--- src/rtl/sll_share_arb_if.sv ---
// Request/response bundle between two requesters and the shared shifter arbiter.
// Requesters use the master modport, the arbiter the slave modport.
interface sll_share_arb_if;
  logic        req0_valid;
  logic        req1_valid;
  logic [31:0] req0_a;
  logic [31:0] req1_a;
  logic [4:0]  req0_shamt;
  logic [4:0]  req1_shamt;
  logic        req0_ready;
  logic        req1_ready;
  logic        rsp0_valid;
  logic        rsp1_valid;
  logic [31:0] rsp0_y;
  logic [31:0] rsp1_y;
  logic        rsp0_ready;
  logic        rsp1_ready;

  modport master (
    output req0_valid, req1_valid,
    output req0_a, req1_a,
    output req0_shamt, req1_shamt,
    input  req0_ready, req1_ready,
    input  rsp0_valid, rsp1_valid,
    input  rsp0_y, rsp1_y,
    output rsp0_ready, rsp1_ready
  );

  modport slave (
    input  req0_valid, req1_valid,
    input  req0_a, req1_a,
    input  req0_shamt, req1_shamt,
    output req0_ready, req1_ready,
    output rsp0_valid, rsp1_valid,
    output rsp0_y, rsp1_y,
    input  rsp0_ready, rsp1_ready
  );
endinterface

--- src/rtl/sll_share_arb.sv ---
// Round-robin arbiter/sequencer sharing one 32-bit logical-left shifter
// between two requesters: accept, shift, then hold until consumed.
module sll_share_arb #(
  parameter bit PRIO_RESET = 1'b0
) (
  input  logic clock,
  input  logic ctrl_reset_n,
  sll_share_arb_if.slave bus,
  output logic busy
);

  typedef enum logic [1:0] {
    IDLE  = 2'd0,
    SHIFT = 2'd1,
    HOLD  = 2'd2
  } state_e;

  state_e      state_q, state_d;
  logic [31:0] op_a_q, op_a_d;
  logic [4:0]  op_sh_q, op_sh_d;
  logic        gnt_q, gnt_d;
  logic        last_q, last_d;
  logic        rsp0_valid_q, rsp0_valid_d;
  logic        rsp1_valid_q, rsp1_valid_d;
  logic [31:0] rsp0_y_q, rsp0_y_d;
  logic [31:0] rsp1_y_q, rsp1_y_d;
  logic        win;
  logic        any_req;
  logic        rdy0, rdy1;
  logic [31:0] shifted;

  always_ff @(posedge clock or negedge ctrl_reset_n) begin
    if (!ctrl_reset_n) begin
      state_q      <= IDLE;
      op_a_q       <= '0;
      op_sh_q      <= '0;
      gnt_q        <= 1'b0;
      last_q       <= ~PRIO_RESET;
      rsp0_valid_q <= 1'b0;
      rsp1_valid_q <= 1'b0;
      rsp0_y_q     <= '0;
      rsp1_y_q     <= '0;
    end else begin
      state_q      <= state_d;
      op_a_q       <= op_a_d;
      op_sh_q      <= op_sh_d;
      gnt_q        <= gnt_d;
      last_q       <= last_d;
      rsp0_valid_q <= rsp0_valid_d;
      rsp1_valid_q <= rsp1_valid_d;
      rsp0_y_q     <= rsp0_y_d;
      rsp1_y_q     <= rsp1_y_d;
    end
  end

  assign shifted = op_a_q << op_sh_q;

  always_comb begin
    state_d      = state_q;
    op_a_d       = op_a_q;
    op_sh_d      = op_sh_q;
    gnt_d        = gnt_q;
    last_d       = last_q;
    rsp0_valid_d = rsp0_valid_q;
    rsp1_valid_d = rsp1_valid_q;
    rsp0_y_d     = rsp0_y_q;
    rsp1_y_d     = rsp1_y_q;
    rdy0         = 1'b0;
    rdy1         = 1'b0;
    any_req      = bus.req0_valid | bus.req1_valid;
    // On a tie the requester not served last wins.
    win = (bus.req0_valid & bus.req1_valid) ? ~last_q : bus.req1_valid;
    unique case (state_q)
      IDLE: begin
        // Ready is masked during reset since state reads IDLE then.
        if (ctrl_reset_n && any_req) begin
          rdy0    = ~win;
          rdy1    = win;
          op_a_d  = win ? bus.req1_a : bus.req0_a;
          op_sh_d = win ? bus.req1_shamt : bus.req0_shamt;
          gnt_d   = win;
          last_d  = win;
          state_d = SHIFT;
        end
      end
      SHIFT: begin
        if (gnt_q) begin
          rsp1_y_d     = shifted;
          rsp1_valid_d = 1'b1;
        end else begin
          rsp0_y_d     = shifted;
          rsp0_valid_d = 1'b1;
        end
        state_d = HOLD;
      end
      HOLD: begin
        if (gnt_q ? bus.rsp1_ready : bus.rsp0_ready) begin
          rsp0_valid_d = 1'b0;
          rsp1_valid_d = 1'b0;
          state_d      = IDLE;
        end
      end
      default: state_d = IDLE;
    endcase
  end

  assign bus.req0_ready = rdy0;
  assign bus.req1_ready = rdy1;
  assign bus.rsp0_valid = rsp0_valid_q;
  assign bus.rsp1_valid = rsp1_valid_q;
  assign bus.rsp0_y     = rsp0_y_q;
  assign bus.rsp1_y     = rsp1_y_q;
  assign busy           = (state_q != IDLE);

endmodule

--- src/flat_wrapper.sv ---
// flat-port wrapper written by rule: the top's interface ports become plain ports
module sll_share_arb_flat 
#(
  parameter bit PRIO_RESET = 1'b0
)
  (clock, ctrl_reset_n, busy, bus_req0_valid, bus_req1_valid, bus_req0_a, bus_req1_a, bus_req0_shamt, bus_req1_shamt, bus_req0_ready, bus_req1_ready, bus_rsp0_valid, bus_rsp1_valid, bus_rsp0_y, bus_rsp1_y, bus_rsp0_ready, bus_rsp1_ready);
  sll_share_arb_if bus_i ();
  input  logic clock;
  input  logic ctrl_reset_n;
  output logic busy;
  input wire logic [$bits(bus_i.req0_valid)-1:0] bus_req0_valid;
  input wire logic [$bits(bus_i.req1_valid)-1:0] bus_req1_valid;
  input wire logic [$bits(bus_i.req0_a)-1:0] bus_req0_a;
  input wire logic [$bits(bus_i.req1_a)-1:0] bus_req1_a;
  input wire logic [$bits(bus_i.req0_shamt)-1:0] bus_req0_shamt;
  input wire logic [$bits(bus_i.req1_shamt)-1:0] bus_req1_shamt;
  output wire logic [$bits(bus_i.req0_ready)-1:0] bus_req0_ready;
  output wire logic [$bits(bus_i.req1_ready)-1:0] bus_req1_ready;
  output wire logic [$bits(bus_i.rsp0_valid)-1:0] bus_rsp0_valid;
  output wire logic [$bits(bus_i.rsp1_valid)-1:0] bus_rsp1_valid;
  output wire logic [$bits(bus_i.rsp0_y)-1:0] bus_rsp0_y;
  output wire logic [$bits(bus_i.rsp1_y)-1:0] bus_rsp1_y;
  input wire logic [$bits(bus_i.rsp0_ready)-1:0] bus_rsp0_ready;
  input wire logic [$bits(bus_i.rsp1_ready)-1:0] bus_rsp1_ready;
  assign bus_i.req0_valid = bus_req0_valid;
  assign bus_i.req1_valid = bus_req1_valid;
  assign bus_i.req0_a = bus_req0_a;
  assign bus_i.req1_a = bus_req1_a;
  assign bus_i.req0_shamt = bus_req0_shamt;
  assign bus_i.req1_shamt = bus_req1_shamt;
  assign bus_req0_ready = bus_i.req0_ready;
  assign bus_req1_ready = bus_i.req1_ready;
  assign bus_rsp0_valid = bus_i.rsp0_valid;
  assign bus_rsp1_valid = bus_i.rsp1_valid;
  assign bus_rsp0_y = bus_i.rsp0_y;
  assign bus_rsp1_y = bus_i.rsp1_y;
  assign bus_i.rsp0_ready = bus_rsp0_ready;
  assign bus_i.rsp1_ready = bus_rsp1_ready;
  sll_share_arb #(.PRIO_RESET(PRIO_RESET)) u_core (.clock(clock), .ctrl_reset_n(ctrl_reset_n), .bus(bus_i), .busy(busy));
endmodule
--- config.mk ---
export PLATFORM = sky130hd
export DESIGN_NAME = sll_share_arb_flat
export DESIGN_NICKNAME = d
export VERILOG_FILES = /design/src/rtl/sll_share_arb_if.sv /design/src/rtl/sll_share_arb.sv /design/src/flat_wrapper.sv
export SDC_FILE = /design/constraint.sdc
export NUM_CORES = 1
export LEC_CHECK = 0
export ABC_AREA = 1
export CORE_MARGIN = 1.5
export CORE_UTILIZATION = 30
export CTS_CLUSTER_SIZE = 12
export DETAILED_ROUTE_END_ITERATION = 7
export SLEW_MARGIN = 5
export SYNTH_ARGS = -nofsm -noshare
export SYNTH_HDL_FRONTEND = slang
export SYNTH_SLANG_ARGS = --single-unit
export TNS_END_PERCENT = 1
--- constraint.sdc ---
create_clock -name clock -period 1.7 [get_ports clock]
set_input_delay 0.34 -clock clock [delete_from_list [all_inputs] [get_ports clock]]
set_output_delay 0.34 -clock clock [all_outputs]
set_load 0.05 [all_outputs]
==> flow_summary.json, run 1 <==
{
  "synth_seq_area_share": 0.462,
  "drt-vias-per-instance": 4.83,
  "number_of_global_route_vias_before_repair": 5797,
  "postLayoutSetupSlackWorst_ns": -0.0182,
  "syn_area_per_cell_sq_um": 6.98,
  "worst_hold_path_type": "input pin to asynchronous set/reset pin",
  "p_int_w": 0.00824,
  "most_common_library_cell_in_the_layout_ignoring_fill_and_taps": "sky130_fd_sc_hd__nand2_1",
  "design.final.nets": 1055,
  "failed_checks": "setup timing",
  "ff2ff_setup_slack_ns": 0.11,
  "power.static_leakage_nw": 3.96,
  "synthDistinctLibCells": 22,
  "min_period_over_period": 1.01,
  "num_rows": 50,
  "clock_sink_count": 107,
  "rsz_0062_raised_after_global_routing": "yes",
  "critPathArrivalTime_ns": 1.38,
  "power_frac_clock": 0.120,
  "cts-root-buf": "sky130_fd_sc_hd__clkbuf_16",
  "place.gp.congestion": 0.888,
  "pin_count": 149,
  "die-area_sq_mm": 0.0202,
  "multiInputGateArea_sq_mm": 0.00283,
  "count_of_buffering_cells_on_the_critical_path_with_inverters_included": 3,
  "fp.dieH_microns": 142,
  "wirelength_microns": 18600,
  "ant_nets": 0,
  "synth_nets": 910,
  "power.share.switching": 0.531,
  "timing.setup.critical_path_class": "flop to output pin",
  "drt_iter0_drc": 463,
  "critical_path.endpoint_type": "output pin",
  "grt_pass1_wl_microns": 30500,
  "worstMarginPinSlew_ns": 0.567,
  "ys.warnings.count": 0,
  "first_pass_iters": 6,
  "synth_seq_cells": 107,
  "fmax_mhz": 582,
  "netlist_instances": 830,
  "dp_hpwl_microns": 13800,
  "vias": 5988,
  "power_frac_comb": 0.623,
  "port_buffers": 148,
  "timing.final.hold_violations": 0,
  "design.core.area_sq_mm": 0.0188,
  "final_area_sq_mm": 0.00794,
  "max_cap_violations": 0,
  "regArea_sq_mm": 0.00268,
  "critPathSlowestCell": "sky130_fd_sc_hd__dfrtp_1",
  "setup_viol_count_final": 1,
  "h_tree_lvl_count": 3,
  "n_antenna_cell": 0,
  "syn-cell-area_sq_mm": 0.00580,
  "p_switching_w": 0.00932,
  "largest_net_degree_at_the_start_of_global_routing": 108,
  "clock-skew-final_ns": 0.0124,
  "relSlewSlack": 0.622,
  "dpl-instance-area_sq_mm": 0.00759,
  "delay_contributed_by_the_slowest_stage_of_the_critical_path_ns": 0.42,
  "timing.critical_path.from_type": "flop",
  "timing.critical_path.max_delay_family": "flip-flops",
  "numCtsBuffers": 9,
  "route.detailed.drc": 0,
  "grt_usage": 0.194,
  "maxSlewViolCount": 0,
  "worst_vdd_ir_mv": 0.811,
  "floorplan.initialDensity": 0.308,
  "power-per-cell-area_mw_per_mm2": 2210,
  "final_layout_size_suffix_gt1_frac": 0.143,
  "tns_ns": -0.0182,
  "path_clk_slew_ns": 0.07,
  "layout_common_cells": "sky130_fd_sc_hd__nand2_1, sky130_fd_sc_hd__nand3_1, sky130_fd_sc_hd__dfrtp_1",
  "seqPwrFrac": 0.256,
  "cts_tree": "done",
  "finalCriticalPeriod_ns": 1.72,
  "worstSkewPairLatency_ns": 0.37,
  "cts_max_path_buffers": 2,
  "antenna_violations_before_repair": 0,
  "overall_die_width_microns": 142,
  "crit_path_max_fanout": 4,
  "hold_slack_ns": 0.131,
  "run_status": "complete, but fails checks",
  "synthToLayoutAreaGrowth_pct": 37.0,
  "globalRoute.totalOverflow": 0,
  "timing.critical_path.required_ns": 1.36,
  "finalCoreUtilization": 0.422,
  "power_w": 0.0176,
  "timing.critical_path.cells": "nor2_2, inv_2, nor2_4, nand2_2, inv_4, buf_12",
  "route.detailed.wl_per_inst_microns": 15.0,
  "filler_cell_count": 1943
}
## final timing paths
path / startpoint / endpoint / depth (start not counted)
hold reg to reg: u_core.last_q / u_core.last_q / 2
max in group asynchronous: ctrl_reset_n / u_core.last_q / 2
setup reg to reg: u_core.op_sh_q[1] / u_core.bus.rsp0_y[31] / 9
hold / removal: ctrl_reset_n / u_core.op_a_q[8] / 2
min in group clock: u_core.last_q / u_core.last_q / 2
setup / recovery: u_core.state_q[0] / bus_req1_ready / 6
## per-stage QoR
step,std cells,worst slack (ns)
final,1240,-0.0182
after global routing,1240,-0.0734
after CTS,1236,-0.0795
after detailed placement,1220,-0.122
after global placement,1220,-0.105
after floorplan,830,-0.0583
## kinds of logic (layout without fill, tap and decap cells)
| group | after synthesis | count (layout) | synth area share |
|---|---|---|---|
| flip-flops | 107 | 107 | 0.462 |
| buffers and inverters | 69 | 219 | 0.0533 |
| multiplexers | 1 | 1 | 0.00173 |
| AND/OR/NAND/NOR | 619 | 619 | 0.450 |
| AO/OA/AOI/OAI | 34 | 34 | 0.0324 |
## sequential cells by signal, indices dropped and copies added (netlist names)
name / flops
u_core.op_a_q: 32
u_core.op_sh_q: 5
u_core.bus.rsp1_y: 32
u_core.bus.rsp0_valid: 1
u_core.bus.rsp1_valid: 1
u_core.bus.rsp0_y: 32
u_core.gnt_q: 1
u_core.last_q: 1
u_core.state_q: 2
## metal layers
metal,vias to the layer above,global-route usage,share of wire
li1,3007,-,-
met1,2795,0.266,0.47
met2,163,0.311,0.47
met3,23,0.0384,0.049
met4,0,0.0515,0.015
met5,-,0,0
## power groups by stage
stage | logic (W) | registers [W] | clock network [W]
after detailed placement | 0.0108 | 0.00454 | 0
after CTS | 0.0109 | 0.00450 | 0.00217
after floorplan | 0.00527 | 0.00639 | 0
after global placement | 0.0108 | 0.00455 | 0
final | 0.0109 | 0.00450 | 0.00211
after global routing | 0.0120 | 0.00463 | 0.00226
## cells in the mapped netlist (all sizes together)
cell type	count	area [sq um]
o211ai	5	37.5
nand2	388	1460
dfrtp	106	2650
inv	15	56.3
clkinv	2	7.51
o21ai	26	130
dfstp	1	26.3
nor3	1	5.00
o31ai	2	15.0
nand4	2	12.5
nand3	217	1090
mux2i	1	10.0
nor2	11	48.8
buf	29	159
clkbuf	23	86.3
a21oi	1	5.00
## layout make-up
type,instances,share of cell area
multi-input combinational,654,0.356
timing repair buffer,186,0.220
sequential,107,0.337
inverter,17,0.00851
clock inverter,6,0.00725
clock buffer,10,0.0301
tap,260,0.0410
## what timing repair did
action                                  in CTS  in global routing
hold buffers                                 0                  0
gates resized for setup                      5                  6
gates cloned                                 0                  0
setup buffers                                0                  4
endpoints found under the setup margin      37                 20
pin swaps                                    1                  3
hold endpoints to repair                     0                  0
(Power assumes the default switching activity.)
==> inputs of run 2 (changes only) <==
--- a/config.mk
+++ b/config.mk
@@ -7,9 +7,11 @@
 export LEC_CHECK = 0
 export ABC_AREA = 1
 export CORE_MARGIN = 1.5
-export CORE_UTILIZATION = 30
+export CORE_UTILIZATION = 50
 export CTS_CLUSTER_SIZE = 12
 export DETAILED_ROUTE_END_ITERATION = 7
+export PLACE_DENSITY = 0.82
+export REMOVE_ABC_BUFFERS = 1
 export SLEW_MARGIN = 5
 export SYNTH_ARGS = -nofsm -noshare
 export SYNTH_HDL_FRONTEND = slang
==> run 2 against run 1 <==
The flow now finishes without violations. Critical path depth is the same. Clock skew fell by 0.0048 ns. Wire length shrank 13%. Clock power barely moved. Non-clock buffer count is 4 lower. Sequential cell count stayed put. Global-route usage grew 7.6 points. Power decreased by 2.4%. Critical path type unchanged.
==> flow_summary.json, run 2 (same netlist as run 1, synthesis figures left out) <==
{
  "run_status": "finished clean",
  "min_period_over_period": 0.996,
  "first_pass_iters": 5,
  "layout_common_cells": "sky130_fd_sc_hd__nand2_1, sky130_fd_sc_hd__nand3_1, sky130_fd_sc_hd__dfrtp_1",
  "critPathSlowestCell": "sky130_fd_sc_hd__dfstp_2",
  "ant_nets": 0,
  "rsz_0062_raised_after_global_routing": "yes",
  "worstSkewPairLatency_ns": 0.35,
  "ff2ff_setup_slack_ns": 0.12,
  "met2WireLength_microns": 7450,
  "pre_cts_ws_ns": -0.278,
  "cts_max_path_buffers": 2,
  "power.static_leakage_nw": 3.93,
  "worstSetupStartpoint": "u_core.last_q",
  "reg2reg_from": "u_core.op_sh_q[0]",
  "grt_pass1_wl_microns": 27200,
  "drt_iter0_drc": 678,
  "routed_length_on_met1_microns": 7400,
  "num_rows": 39,
  "vias": 6039,
  "finalCoreUtilization": 0.681,
  "finalCriticalPeriod_ns": 1.69,
  "power_frac_comb": 0.620,
  "worst_vdd_ir_mv": 1.34,
  "cts_tree": "done",
  "timing.critical_path.required_ns": 1.36,
  "design.final.nets": 1051,
  "critical-path-top-cell-by-count": "sky130_fd_sc_hd__nand2_2",
  "met3_length_microns": 1040,
  "max_cap_violations": 0,
  "delay_contributed_by_the_slowest_stage_of_the_critical_path_ns": 0.54,
  "n_antenna_cell": 0,
  "fmax_mhz": 590,
  "p_int_w": 0.00823,
  "power_frac_clock": 0.122,
  "drt-vias-per-instance": 5.40,
  "clock-skew-final_ns": 0.00756,
  "overall_die_width_microns": 111,
  "pin_count": 149,
  "largest_net_degree_at_the_start_of_global_routing": 108,
  "dp_hpwl_microns": 11600,
  "timing.critical_path.from_type": "flop",
  "setup_viol_count_final": 0,
  "top_layer": "met4",
  "postLayoutSetupSlackWorst_ns": 0.00620,
  "cts-root-buf": "sky130_fd_sc_hd__clkbuf_16",
  "most_common_library_cell_in_the_layout_ignoring_fill_and_taps": "sky130_fd_sc_hd__nand2_1",
  "tns_ns": 0,
  "count_of_buffering_cells_on_the_critical_path_with_inverters_included": 3,
  "maxSlewViolCount": 0,
  "final_layout_size_suffix_gt1_frac": 0.144,
  "grt_usage": 0.270,
  "die-area_sq_mm": 0.0122,
  "port_buffers": 148,
  "relSlewSlack": 0.623,
  "route.detailed.drc": 0,
  "number_of_global_route_vias_before_repair": 5729,
  "wirelength_microns": 16200,
  "power.share.switching": 0.519,
  "clock_sink_count": 107,
  "antenna_violations_before_repair": 0,
  "numCtsBuffers": 9,
  "placed_cells": 1098,
  "worstMarginPinSlew_ns": 0.565,
  "critical_path.endpoint_type": "output pin",
  "h_tree_lvl_count": 3,
  "timing.critical_path.cells": "nand2_2, nand2_2, inv_2, nand2_2, inv_6, buf_12",
  "post_layout_nonfiller_instances": 1119,
  "fp.dieH_microns": 111,
  "postCtsHoldBufs": 0,
  "timing.critical_path.max_delay_family": "flip-flops",
  "worst_hold_path_type": "input pin to asynchronous set/reset pin",
  "timing.final.hold_violations": 0,
  "floorplan.initialDensity": 0.510,
  "power-per-cell-area_mw_per_mm2": 2210,
  "critPathArrivalTime_ns": 1.35,
  "p_switching_w": 0.00890,
  "path_clk_slew_ns": 0.07,
  "design.core.area_sq_mm": 0.0114,
  "globalRoute.totalOverflow": 0,
  "power_w": 0.0171,
  "crit_path_max_fanout": 2,
  "timing.setup.critical_path_class": "flop to output pin",
  "seqPwrFrac": 0.258,
  "place.gp.congestion": 0.968,
  "route.detailed.wl_per_inst_microns": 14.4,
  "synthToLayoutAreaGrowth_pct": 33.6
}
## run 2: changes by cell type in the layout (fill, tap and decap cells not counted), moves of 2 or more
cell,before,now
sky130_fd_sc_hd__nand2_1,386,382
sky130_fd_sc_hd__nand2_2,2,6
sky130_fd_sc_hd__buf_12,12,9
sky130_fd_sc_hd__clkbuf_1,0,2
sky130_fd_sc_hd__clkdlybuf4s50_1,78,76
sky130_fd_sc_hd__dlygate4sd2_1,0,2
sky130_fd_sc_hd__o21ai_2,0,2
## run 2: per-layer routing
metal / vias to the layer above / track usage
met5: - / 0
met4: 0 / 0.0769
met3: 25 / 0.0536
met2: 234 / 0.424
met1: 2779 / 0.383
li1: 3001 / -
## run 2: cell type report
cell class                 count  area (sq um)
sequential                   107          2680
timing repair buffer         182          1670
multi-input combinational    654          2840
tap                          143           179
clock inverter                 4          48.8
clock buffer                  12           246
fill                         985          3630
inverter                      17          75.1
## run 2: stage by stage
step                      instance area, sq um  hold WS, ns
final                                     7740        0.125
after global routing                      7740        0.206
after CTS                                 7720        0.181
after detailed placement                  7370        0.463
after global placement                    7370        0.460
after floorplan                           5550       0.0444
## run 2: path summary, 6_finish.rpt
| path | end | cells after the start |
|---|---|---|
| max in group asynchronous | u_core.op_a_q[13] | 2 |
| setup reg to reg | u_core.bus.rsp1_y[27] | 10 |
| min in group clock | u_core.last_q | 2 |
| hold reg to reg | u_core.last_q | 2 |
| setup / recovery | bus_req1_ready | 6 |
| hold / removal | u_core.bus.rsp1_y[22] | 2 |
## run 2: power by group through the flow
stage	Sequential (W)	Combinational [W]	Clock [W]
final	0.00442	0.0106	0.00209
after global routing	0.00455	0.0116	0.00221
after CTS	0.00440	0.0105	0.00210
after detailed placement	0.00444	0.0103	0
after global placement	0.00441	0.0102	0
after floorplan	0.00667	0.00465	0
## run 2: repair_timing
item | in CTS | in global routing
gates resized for setup | 13 | 9
endpoints found under the hold margin | 0 | 0
endpoints found under the setup margin | 2 | 16
buffers inserted | 5 | 0
pin swaps | 3 | 0
